$ cat config.mk
export PLATFORM = sky130hd
export DESIGN_NAME = led_row_capture
export DESIGN_NICKNAME = d
export VERILOG_FILES = /design/src/rtl/led_row_capture.sv
export SDC_FILE = /design/constraint.sdc
export NUM_CORES = 1
export LEC_CHECK = 0
export CAP_MARGIN = 20
export CORE_ASPECT_RATIO = 1.25
export CORE_MARGIN = 8
export CORE_UTILIZATION = 50
export CTS_BUF_LIST = sky130_fd_sc_hd__clkbuf_4
export DETAILED_ROUTE_END_ITERATION = 8
export GPL_ROUTABILITY_DRIVEN = 0
export PLACE_DENSITY = 0.82
export SETUP_SLACK_MARGIN = 0.1
export SKIP_LAST_GASP = 1
export SLEW_MARGIN = 20
export SYNTH_ARGS = -nofsm -noshare
export SYNTH_HDL_FRONTEND = slang
export SYNTH_SLANG_ARGS = --single-unit
$ cat constraint.sdc
create_clock -name sys_clk -period 4 [get_ports sys_clk]
set_input_delay 0.4 -clock sys_clk [delete_from_list [all_inputs] [get_ports sys_clk]]
set_output_delay 0.4 -clock sys_clk [all_outputs]
set_load 0.03 [all_outputs]
$ cat src/rtl/led_row_capture.sv
// led_row_capture
//   Bus monitor for a HUB75-style LED panel interface. It samples the panel
//   bus in the sys_clk domain and rebuilds what a panel chain would receive.
//   It reports three kinds of result:
//     - each shifted pixel;
//     - each latched row: its bank, pixel count and a length check;
//     - each OE-low display window: its length in sys_clk cycles.
//
// Ports
//   sys_clk, sys_rst       system clock, asynchronous active-low reset
//   en                     capture enable (sys_clk domain)
//   led_clk, led_stb       panel shift clock and latch strobe (asynchronous)
//   led_oe                 panel output enable, active-low (asynchronous)
//   led_bank, led_data     panel row address and per-chain RGB data
//   px_valid/px_x/px_data  one pulse per captured pixel, with index and data
//   row_valid/row_bank/row_count/row_err
//                          one pulse per latched row, with bank, length and
//                          a length error flag
//   oe_valid/oe_bank/oe_cycles
//                          one pulse at the end of each OE-low window, with
//                          the bank of the last row and the window length
//   err_sticky             a protocol error has been seen since reset/enable
module led_row_capture #(
   parameter int C_LED_CHAINS       = 4,
   parameter int C_LED_CHAIN_LENGTH = 4,
   parameter int C_LED_NBANKS       = 16,
   parameter int C_LED_WIDTH        = 32,
   parameter int C_SYNC_STAGES      = 2,
   parameter int C_OE_CNT_WIDTH     = 24,
   localparam int N  = C_LED_WIDTH * C_LED_CHAIN_LENGTH,
   localparam int XW = (N > 1) ? $clog2(N) : 1,
   localparam int CW = $clog2(N + 1),
   localparam int BW = (C_LED_NBANKS > 1) ? $clog2(C_LED_NBANKS) : 1,
   localparam int DW = 6 * C_LED_CHAINS
) (
   input  logic                      sys_clk,
   input  logic                      sys_rst,
   input  logic                      en,
   input  logic                      led_clk,
   input  logic                      led_stb,
   input  logic                      led_oe,
   input  logic [BW-1:0]             led_bank,
   input  logic [DW-1:0]             led_data,
   output logic                      px_valid,
   output logic [XW-1:0]             px_x,
   output logic [DW-1:0]             px_data,
   output logic                      row_valid,
   output logic [BW-1:0]             row_bank,
   output logic [CW-1:0]             row_count,
   output logic                      row_err,
   output logic                      oe_valid,
   output logic [BW-1:0]             oe_bank,
   output logic [C_OE_CNT_WIDTH-1:0] oe_cycles,
   output logic                      err_sticky
);

   localparam int SW = 3 + BW + DW;

   typedef enum logic [1:0] {
      ST_DISABLED = 2'd0,
      ST_WAIT_STB = 2'd1,
      ST_CAPTURE  = 2'd2
   } state_t;

   // Bundle layout: {oe, stb, clk, bank, data}. The whole bundle moves through
   // the same flops, so data and bank stay coherent with the clk/stb edges.
   logic [SW-1:0] sync_q [C_SYNC_STAGES];
   logic [SW-1:0] prev_q;
   logic [SW-1:0] cur_s;

   logic          evt_clk_rise_q, evt_stb_rise_q, evt_oe_fall_q, evt_oe_rise_q;
   logic          evt_stb_lvl_q, evt_oe_lvl_q;
   logic [BW-1:0] evt_bank_q;
   logic [DW-1:0] evt_data_q;

   state_t                   state_q, state_d;
   logic [CW-1:0]            cnt_q, cnt_d, cnt_v;
   logic                     px_valid_q, px_valid_d;
   logic [XW-1:0]            px_x_q, px_x_d;
   logic [DW-1:0]            px_data_q, px_data_d;
   logic                     row_valid_q, row_valid_d;
   logic [BW-1:0]            row_bank_q, row_bank_d;
   logic [CW-1:0]            row_count_q, row_count_d;
   logic                     row_err_q, row_err_d;
   logic                     oe_valid_q, oe_valid_d;
   logic [BW-1:0]            oe_bank_q, oe_bank_d;
   logic [C_OE_CNT_WIDTH-1:0] oe_cycles_q, oe_cycles_d;
   logic [C_OE_CNT_WIDTH-1:0] oe_cnt_q, oe_cnt_d;
   logic                     oe_armed_q, oe_armed_d;
   logic                     err_q, err_d;

   assign cur_s = sync_q[C_SYNC_STAGES-1];

   // Synchronizer chain plus the previous-value flop used for edge detection.
   always_ff @(posedge sys_clk or negedge sys_rst) begin
      if (!sys_rst) begin
         for (int i = 0; i < C_SYNC_STAGES; i++) sync_q[i] <= '0;
         prev_q <= '0;
      end else begin
         sync_q[0] <= {led_oe, led_stb, led_clk, led_bank, led_data};
         for (int i = 1; i < C_SYNC_STAGES; i++) sync_q[i] <= sync_q[i-1];
         prev_q <= cur_s;
      end
   end

   // Registered edge events and the coherent data/bank sampled with them.
   always_ff @(posedge sys_clk or negedge sys_rst) begin
      if (!sys_rst) begin
         evt_clk_rise_q <= 1'b0;
         evt_stb_rise_q <= 1'b0;
         evt_oe_fall_q  <= 1'b0;
         evt_oe_rise_q  <= 1'b0;
         evt_stb_lvl_q  <= 1'b0;
         evt_oe_lvl_q   <= 1'b0;
         evt_bank_q     <= '0;
         evt_data_q     <= '0;
      end else begin
         evt_clk_rise_q <= cur_s[BW+DW]     & ~prev_q[BW+DW];
         evt_stb_rise_q <= cur_s[BW+DW+1]   & ~prev_q[BW+DW+1];
         evt_oe_fall_q  <= ~cur_s[BW+DW+2]  & prev_q[BW+DW+2];
         evt_oe_rise_q  <= cur_s[BW+DW+2]   & ~prev_q[BW+DW+2];
         evt_stb_lvl_q  <= cur_s[BW+DW+1];
         evt_oe_lvl_q   <= cur_s[BW+DW+2];
         evt_bank_q     <= cur_s[BW+DW-1:DW];
         evt_data_q     <= cur_s[DW-1:0];
      end
   end

   // Next-state and next-output logic for the capture FSM.
   always_comb begin
      state_d     = state_q;
      cnt_d       = cnt_q;
      cnt_v       = cnt_q;
      px_valid_d  = 1'b0;
      px_x_d      = px_x_q;
      px_data_d   = px_data_q;
      row_valid_d = 1'b0;
      row_bank_d  = row_bank_q;
      row_count_d = row_count_q;
      row_err_d   = row_err_q;
      oe_valid_d  = 1'b0;
      oe_bank_d   = oe_bank_q;
      oe_cycles_d = oe_cycles_q;
      oe_cnt_d    = oe_cnt_q;
      oe_armed_d  = oe_armed_q;
      err_d       = err_q;

      if (!en) begin
         // Disabled: every output and counter back to its reset value.
         state_d     = ST_DISABLED;
         cnt_d       = '0;
         px_x_d      = '0;
         px_data_d   = '0;
         row_bank_d  = '0;
         row_count_d = '0;
         row_err_d   = 1'b0;
         oe_bank_d   = '0;
         oe_cycles_d = '0;
         oe_cnt_d    = '0;
         oe_armed_d  = 1'b0;
         err_d       = 1'b0;
      end else begin
         case (state_q)
            ST_DISABLED: begin
               state_d = ST_WAIT_STB;
               err_d   = 1'b0;
            end
            ST_WAIT_STB: begin
               if (evt_stb_rise_q) begin
                  cnt_d     = '0;
                  oe_bank_d = evt_bank_q;
                  state_d   = ST_CAPTURE;
               end else begin
                  state_d = ST_WAIT_STB;
               end
            end
            ST_CAPTURE: begin
               if (evt_clk_rise_q) begin
                  if (cnt_q == CW'(N)) begin
                     err_d = 1'b1;
                  end else begin
                     px_valid_d = 1'b1;
                     px_x_d     = cnt_q[XW-1:0];
                     px_data_d  = evt_data_q;
                     cnt_v      = cnt_q + CW'(1);
                  end
                  // A shift while the latch is open is a protocol error,
                  // except the coincident edge that closes the row.
                  if (evt_stb_lvl_q && !evt_stb_rise_q) begin
                     err_d = 1'b1;
                  end else begin
                     err_d = err_d;
                  end
               end else begin
                  cnt_v = cnt_q;
               end
               // The coincident pixel has already been counted into cnt_v.
               if (evt_stb_rise_q) begin
                  row_valid_d = 1'b1;
                  row_count_d = cnt_v;
                  row_err_d   = (cnt_v != CW'(N));
                  row_bank_d  = evt_bank_q;
                  oe_bank_d   = evt_bank_q;
                  cnt_d       = '0;
               end else begin
                  cnt_d = cnt_v;
               end
               if (evt_oe_fall_q) begin
                  oe_cnt_d   = C_OE_CNT_WIDTH'(1);
                  oe_armed_d = 1'b1;
               end else if (evt_oe_rise_q) begin
                  // A rise is reported only if its fall was seen in CAPTURE.
                  if (oe_armed_q) begin
                     oe_valid_d  = 1'b1;
                     oe_cycles_d = oe_cnt_q;
                  end else begin
                     oe_valid_d = 1'b0;
                  end
                  oe_armed_d = 1'b0;
               end else if (oe_armed_q && !evt_oe_lvl_q && (oe_cnt_q != '1)) begin
                  oe_cnt_d = oe_cnt_q + C_OE_CNT_WIDTH'(1);
               end else begin
                  oe_cnt_d = oe_cnt_q;
               end
            end
            default: begin
               state_d = ST_DISABLED;
            end
         endcase
      end
   end

   // FSM state and output registers.
   always_ff @(posedge sys_clk or negedge sys_rst) begin
      if (!sys_rst) begin
         state_q     <= ST_DISABLED;
         cnt_q       <= '0;
         px_valid_q  <= 1'b0;
         px_x_q      <= '0;
         px_data_q   <= '0;
         row_valid_q <= 1'b0;
         row_bank_q  <= '0;
         row_count_q <= '0;
         row_err_q   <= 1'b0;
         oe_valid_q  <= 1'b0;
         oe_bank_q   <= '0;
         oe_cycles_q <= '0;
         oe_cnt_q    <= '0;
         oe_armed_q  <= 1'b0;
         err_q       <= 1'b0;
      end else begin
         state_q     <= state_d;
         cnt_q       <= cnt_d;
         px_valid_q  <= px_valid_d;
         px_x_q      <= px_x_d;
         px_data_q   <= px_data_d;
         row_valid_q <= row_valid_d;
         row_bank_q  <= row_bank_d;
         row_count_q <= row_count_d;
         row_err_q   <= row_err_d;
         oe_valid_q  <= oe_valid_d;
         oe_bank_q   <= oe_bank_d;
         oe_cycles_q <= oe_cycles_d;
         oe_cnt_q    <= oe_cnt_d;
         oe_armed_q  <= oe_armed_d;
         err_q       <= err_d;
      end
   end

   assign px_valid   = px_valid_q;
   assign px_x       = px_x_q;
   assign px_data    = px_data_q;
   assign row_valid  = row_valid_q;
   assign row_bank   = row_bank_q;
   assign row_count  = row_count_q;
   assign row_err    = row_err_q;
   assign oe_valid   = oe_valid_q;
   assign oe_bank    = oe_bank_q;
   assign oe_cycles  = oe_cycles_q;
   assign err_sticky = err_q;

endmodule

After elaboration in Yosys (flattened, before gate mapping)

Cells that the tools add are included.

Add/subtract/negate cells: 2
Eq/ne operators: 22
Multiplexer cells: 61
Bitwise gates (word level): 8
Reduce and logical (&&, ||, !) cells: 15

Operator list:

| operator                                                                 | count |
|---|---|
| 24-bit 2-to-1 mux                                                        | 14 |
| 8-bit 2-to-1 mux                                                         | 10 |
| 7-bit 2-to-1 mux                                                         | 4 |
| 24-bit by 1-bit adder with 24-bit output (second input constant)         | 1 |
| 24-bit inequality test (second input constant)                           | 1 |
| 1-bit 2-to-1 mux                                                         | 23 |
| 4-bit 2-to-1 mux                                                         | 5 |
| 8-bit one-hot mux with 2 select lines                                    | 1 |
| 3-bit by 1-bit inequality test with 1-bit output (second input constant) | 4 |
| 2-bit by 1-bit inequality test with 1-bit output (second input constant) | 5 |
| 3-bit inequality test (second input constant)                            | 3 |
| 3-bit AND reduction                                                      | 3 |
| 8-bit by 1-bit adder with 8-bit output (second input constant)           | 1 |
| 8-bit == test (second input constant)                                    | 1 |
| 2-bit inequality test (second input constant)                            | 4 |
| 8-bit inequality test (second input constant)                            | 1 |
| 2-bit AND reduction                                                      | 4 |
| 2-bit one-hot mux with 3 select lines                                    | 1 |
| 1-bit bitwise AND                                                        | 4 |
| 2-bit 2-to-1 mux                                                         | 2 |
| 4-bit inequality test (second input constant)                            | 1 |
| 1-bit inverter                                                           | 4 |
| 4-bit AND reduction                                                      | 1 |
| 1-bit logical AND                                                        | 3 |
| 6 further kinds                                                          | 7 |

Flip-flop bits (word level): 238
Input port bits: 34
Output and inout port bits: 76
Logic and storage cells: 134

Depth between registers and ports, before layout

Depth in word-level cells: 9
Depth in mapped cells: 10
Depth with buffers taken out: 7

Worst setup path before layout

Ideal clock, no wire load.

Kind: flip-flop to flip-flop
Start point: reg state_q[0]
End point: reg oe_cnt_q[21]
Library setup time: 78 ps
Arrival time: 2259 ps
Required time: 3922 ps
Path slack: 1663 ps
Stages on the path, launching flop included: 10
Path buffers: 2
Clock period less this slack: 2337 ps
Cell sequence: dfrtp_1 > inv_1 > ha_1 > buf_2 > and4bb_2 > nor2_1 > or4_1 > buf_2 > or4_1 > a21oi_1

Word-level cells in the longest chain between the ends: 3

Ends and longest elaborated chain:

| item                                                       | RTL line | text |
|---|---|---|
| start, declared                                            | 76       | `state_t state_q, state_d;` |
| start signal, assigned                                     | 252      | `state_q <= state_d;` |
| 2-bit == test                                              | 163      | `case (state_q)` |
| 2-bit by 1-bit inequality test with 1-bit output (no line) | n/a      |  |
| 3-bit AND reduction (no line)                              | n/a      |  |
| end signal, assigned                                       | 264      | `oe_cnt_q <= oe_cnt_d;` |
| end, declared                                              | 88       | `logic [C_OE_CNT_WIDTH-1:0] oe_cnt_q, oe_cnt_d;` |

No other way between the ends.
A chain may end at the register's enable or synchronous reset.

Worst setup path in the final report

Same ends and word-level chain as after synthesis.

==> impl_metrics.tcl <==
set metrics [dict create \
    status "finished clean" \
    r2r-start "state_q[0]" \
    fmax_mhz 339 \
    cp-start-kind "flop" \
    syn_to_final_growth_pct 24.6 \
    syn_area_um2 7590 \
    numCtsBuffers 50 \
    antenna_found_initial 1 \
    placed_area_um2 8840 \
    clk_latency_ns 0.65 \
    synth_edf_count 0 \
    yosysSeqAreaShare_pct 68.6 \
    core_area_um2 14900 \
    slew_violations 0 \
    yosysWarnings 0 \
    power.leakage_nw 4.13 \
    rsz0062_at_grt "false" \
    fillers 1132 \
    multi_input_area_um2 2200 \
    arrival_ns 3.48 \
    layout_commonest_cell "dfrtp_1" \
    timing.final.crit_share_pct 73.7 \
    grt_start_max_net_pins 116 \
    ys_seq_elements 208 \
    cts_root_buffer "clkbuf_4" \
    ys_types 55 \
    peakVddDrop_uv 219 \
    drive_above_1_share_pct 12.8 \
    routed_via_density 5.57 \
    clk_pin_slew_ns 0.07 \
    criticalPathCategory "flop to flop" \
    grt_remaining_overflow 0 \
    cts_tree "yes" \
    grt_first_pass_wirelength_um 28600 \
    synth-main-ff-cell "dfrtp_1" \
    worst_hold_slack_ns 0.186 \
    dieArea_um2 19400 \
    clock_skew_ns 0.0417 \
    dp_slack_ns 1.07 \
    finalSetupTns_ns 0 \
    dp_hpwl_um 11800 \
    firstDrtPassIters 5 \
    ios 110 \
    syn_area_per_cell_um2 12.0 \
    start_util_pct 51.0 \
    grt_pass1_vias 5769 \
    rows 50 \
    endpoint_kind "flop" \
    mostFrequentLayoutCells "dfrtp_1 (208), clkdlybuf4s50_1 (108), nand2_1 (87), clkbuf_4 (72), a21oi_1 (53)" \
    hold_class "input pin to flop" \
    max_cap_viol_count 0 \
    num_vias 5451 \
    setup_ws_ns 1.05 \
    tightest_slew_ns 0.985 \
    path_max_fanout 17 \
    cts_buffer_depth 3 \
    cts_htree_levels 2 \
    p_total_mw 3.93 \
    fin_area_um2 9460 \
    die_x_um 126 \
    relSlewSlack_pct 34.3 \
    seqCellArea_um2 5200 \
    finalWirelength_um 17100 \
    setup_viol 0 \
    initialDrtViolationCount 397 \
    die_h_um 154 \
    track_usage_pct 18.1 \
    io_buffers 109 \
    clock_sinks 208 \
    min_period_ns 2.95 \
    ant_nets 0 \
    synthArstFlopShare_pct 100 \
    min_from "led_data[22]" \
    drc 0 \
    hold_violations 0 \
    power_density_nw_per_um2 416 \
    fin_nets 805 \
    synthCells 631 \
    required_ns 4.53 \
    startpoint "state_q[0]" \
    wl_per_cell_um 17.5 \
    syn_nets 671 \
]
per-layer routing:
layer | up-vias | global-route usage (%) | routed length (um)
met3 | 33 | 4.64 | 960
met1 | 2724 | 20.1 | 6340
met2 | 200 | 31.8 | 9320
met4 | 0 | 8.96 | 489
li1 | 2494 | - | -
met5 | - | 0 | 0
where the power goes:
group	internal (mW)	switching (mW)	leakage (nW)
Clock	0.823	0.769	0.357
Combinational	0.0553	0.101	1.09
Sequential	2.16	0.0244	2.68
logic make-up after synthesis:
| kind of cell | Yosys count | share of synthesized area, % |
|---|---|---|
| AOI/OAI and AO/OA | 137 | 12.4 |
| xor gates and xnor gates | 16 | 1.85 |
| adders and majority gates | 6 | 0.989 |
| buffers and inverters | 50 | 2.69 |
| DFF | 208 | 68.6 |
| muxes | 3 | 0.396 |
| and+or+nand+nor | 211 | 13.1 |
registers in the layout (all words and copies together), names as in the netlist, 2 cells and up:
register and cells:
cur_s 31, sync_q 31, oe_cnt_q 24, oe_cycles 24
px_data 24, evt_data_q 23, cnt_q 8, row_count 8
px_x 7, oe_bank 4, prev_q 4, row_bank 4
evt_bank_q 3, state_q 2
final timing paths:
path	end	depth (start not counted)	slack, ns
worst max-delay path	oe_cnt_q[21]	7	1.05
worst min-delay path	sync_q[53]	1	0.19
worst max register to register	oe_cnt_q[21]	7	1.05
worst min register to register	evt_data_q[11]	0	0.32
max in group asynchronous	px_data[8]	3	2.50
min in group asynchronous	oe_cnt_q[10]	2	0.42
final cells by class:
| type | instances | share of cell area [%] |
|---|---|---|
| clock inverter | 11 | 0.556 |
| tap | 182 | 2.41 |
| timing repair buffer | 121 | 12.6 |
| antenna | 1 | 0.0265 |
| sequential | 208 | 55.0 |
| clock buffer | 72 | 5.72 |
| multi-input combinational | 373 | 23.2 |
| inverter | 11 | 0.437 |
metrics by stage:
| step | utilization, % | std cells |
|---|---|---|
| 3_5_place_dp | 59.4 | 893 |
| 5_1_grt | 63.5 | 979 |
| 3_3_place_gp | 59.4 | 893 |
| 4_1_cts | 63.4 | 977 |
| 6_report | 63.5 | 979 |
| 2_1_floorplan | - | 631 |
synthesized netlist by cell type (2+ instances only):
| library cell | number | area share (%) |
|---|---|---|
| o31ai_1 | 5 | 0.49 |
| ha_1 | 6 | 0.99 |
| nor3_1 | 7 | 0.46 |
| xor2_1 | 4 | 0.46 |
| a211oi_1 | 10 | 0.99 |
| or4_1 | 4 | 0.40 |
| dfrtp_1 | 208 | 69 |
| nor2b_1 | 5 | 0.41 |
| nand4b_1 | 3 | 0.35 |
| o32a_1 | 2 | 0.26 |
| a2111oi_0 | 2 | 0.23 |
| a22oi_1 | 2 | 0.20 |
| a22o_1 | 31 | 3.6 |
| o21ai_0 | 8 | 0.53 |
| and4_1 | 2 | 0.23 |
| nand2_1 | 87 | 4.3 |
| and2_1 | 3 | 0.25 |
| nor2_1 | 50 | 2.5 |
| nand3_1 | 14 | 0.92 |
| or3_1 | 5 | 0.41 |
| nor4_1 | 3 | 0.25 |
| nand4_1 | 10 | 0.82 |
| a31oi_1 | 4 | 0.33 |
| inv_1 | 9 | 0.44 |
| a41o_1 | 2 | 0.26 |
| nand2b_1 | 2 | 0.16 |
| nor3b_1 | 5 | 0.49 |
| xnor2_1 | 12 | 1.4 |
| mux2i_1 | 3 | 0.40 |
| nor4b_1 | 2 | 0.23 |
| a31o_2 | 4 | 0.46 |
| clkbuf_1 | 28 | 1.4 |
| a32o_1 | 2 | 0.26 |
| o21a_1 | 2 | 0.20 |
| buf_2 | 9 | 0.59 |
| and3_1 | 5 | 0.41 |
| a21oi_1 | 53 | 3.5 |
critical path, stage by stage (launching register included):
cell	delay, ns
dfrtp_1	0.38
inv_1	0.14
ha_1	0.51
and4bb_2	0.33
nor2_1	0.15
or4_1	0.67
or4_1	0.52
a21oi_1	0.17
what timing repair did:
item / 4_1_cts / 5_1_grt
resized for setup: 0 / 0
setup buffers: 0 / 0
setup endpoints to repair: 0 / 0
endpoints found under the hold margin: 112 / 0
hold buffers: 1 / 0
(Power assumes the default switching activity.)
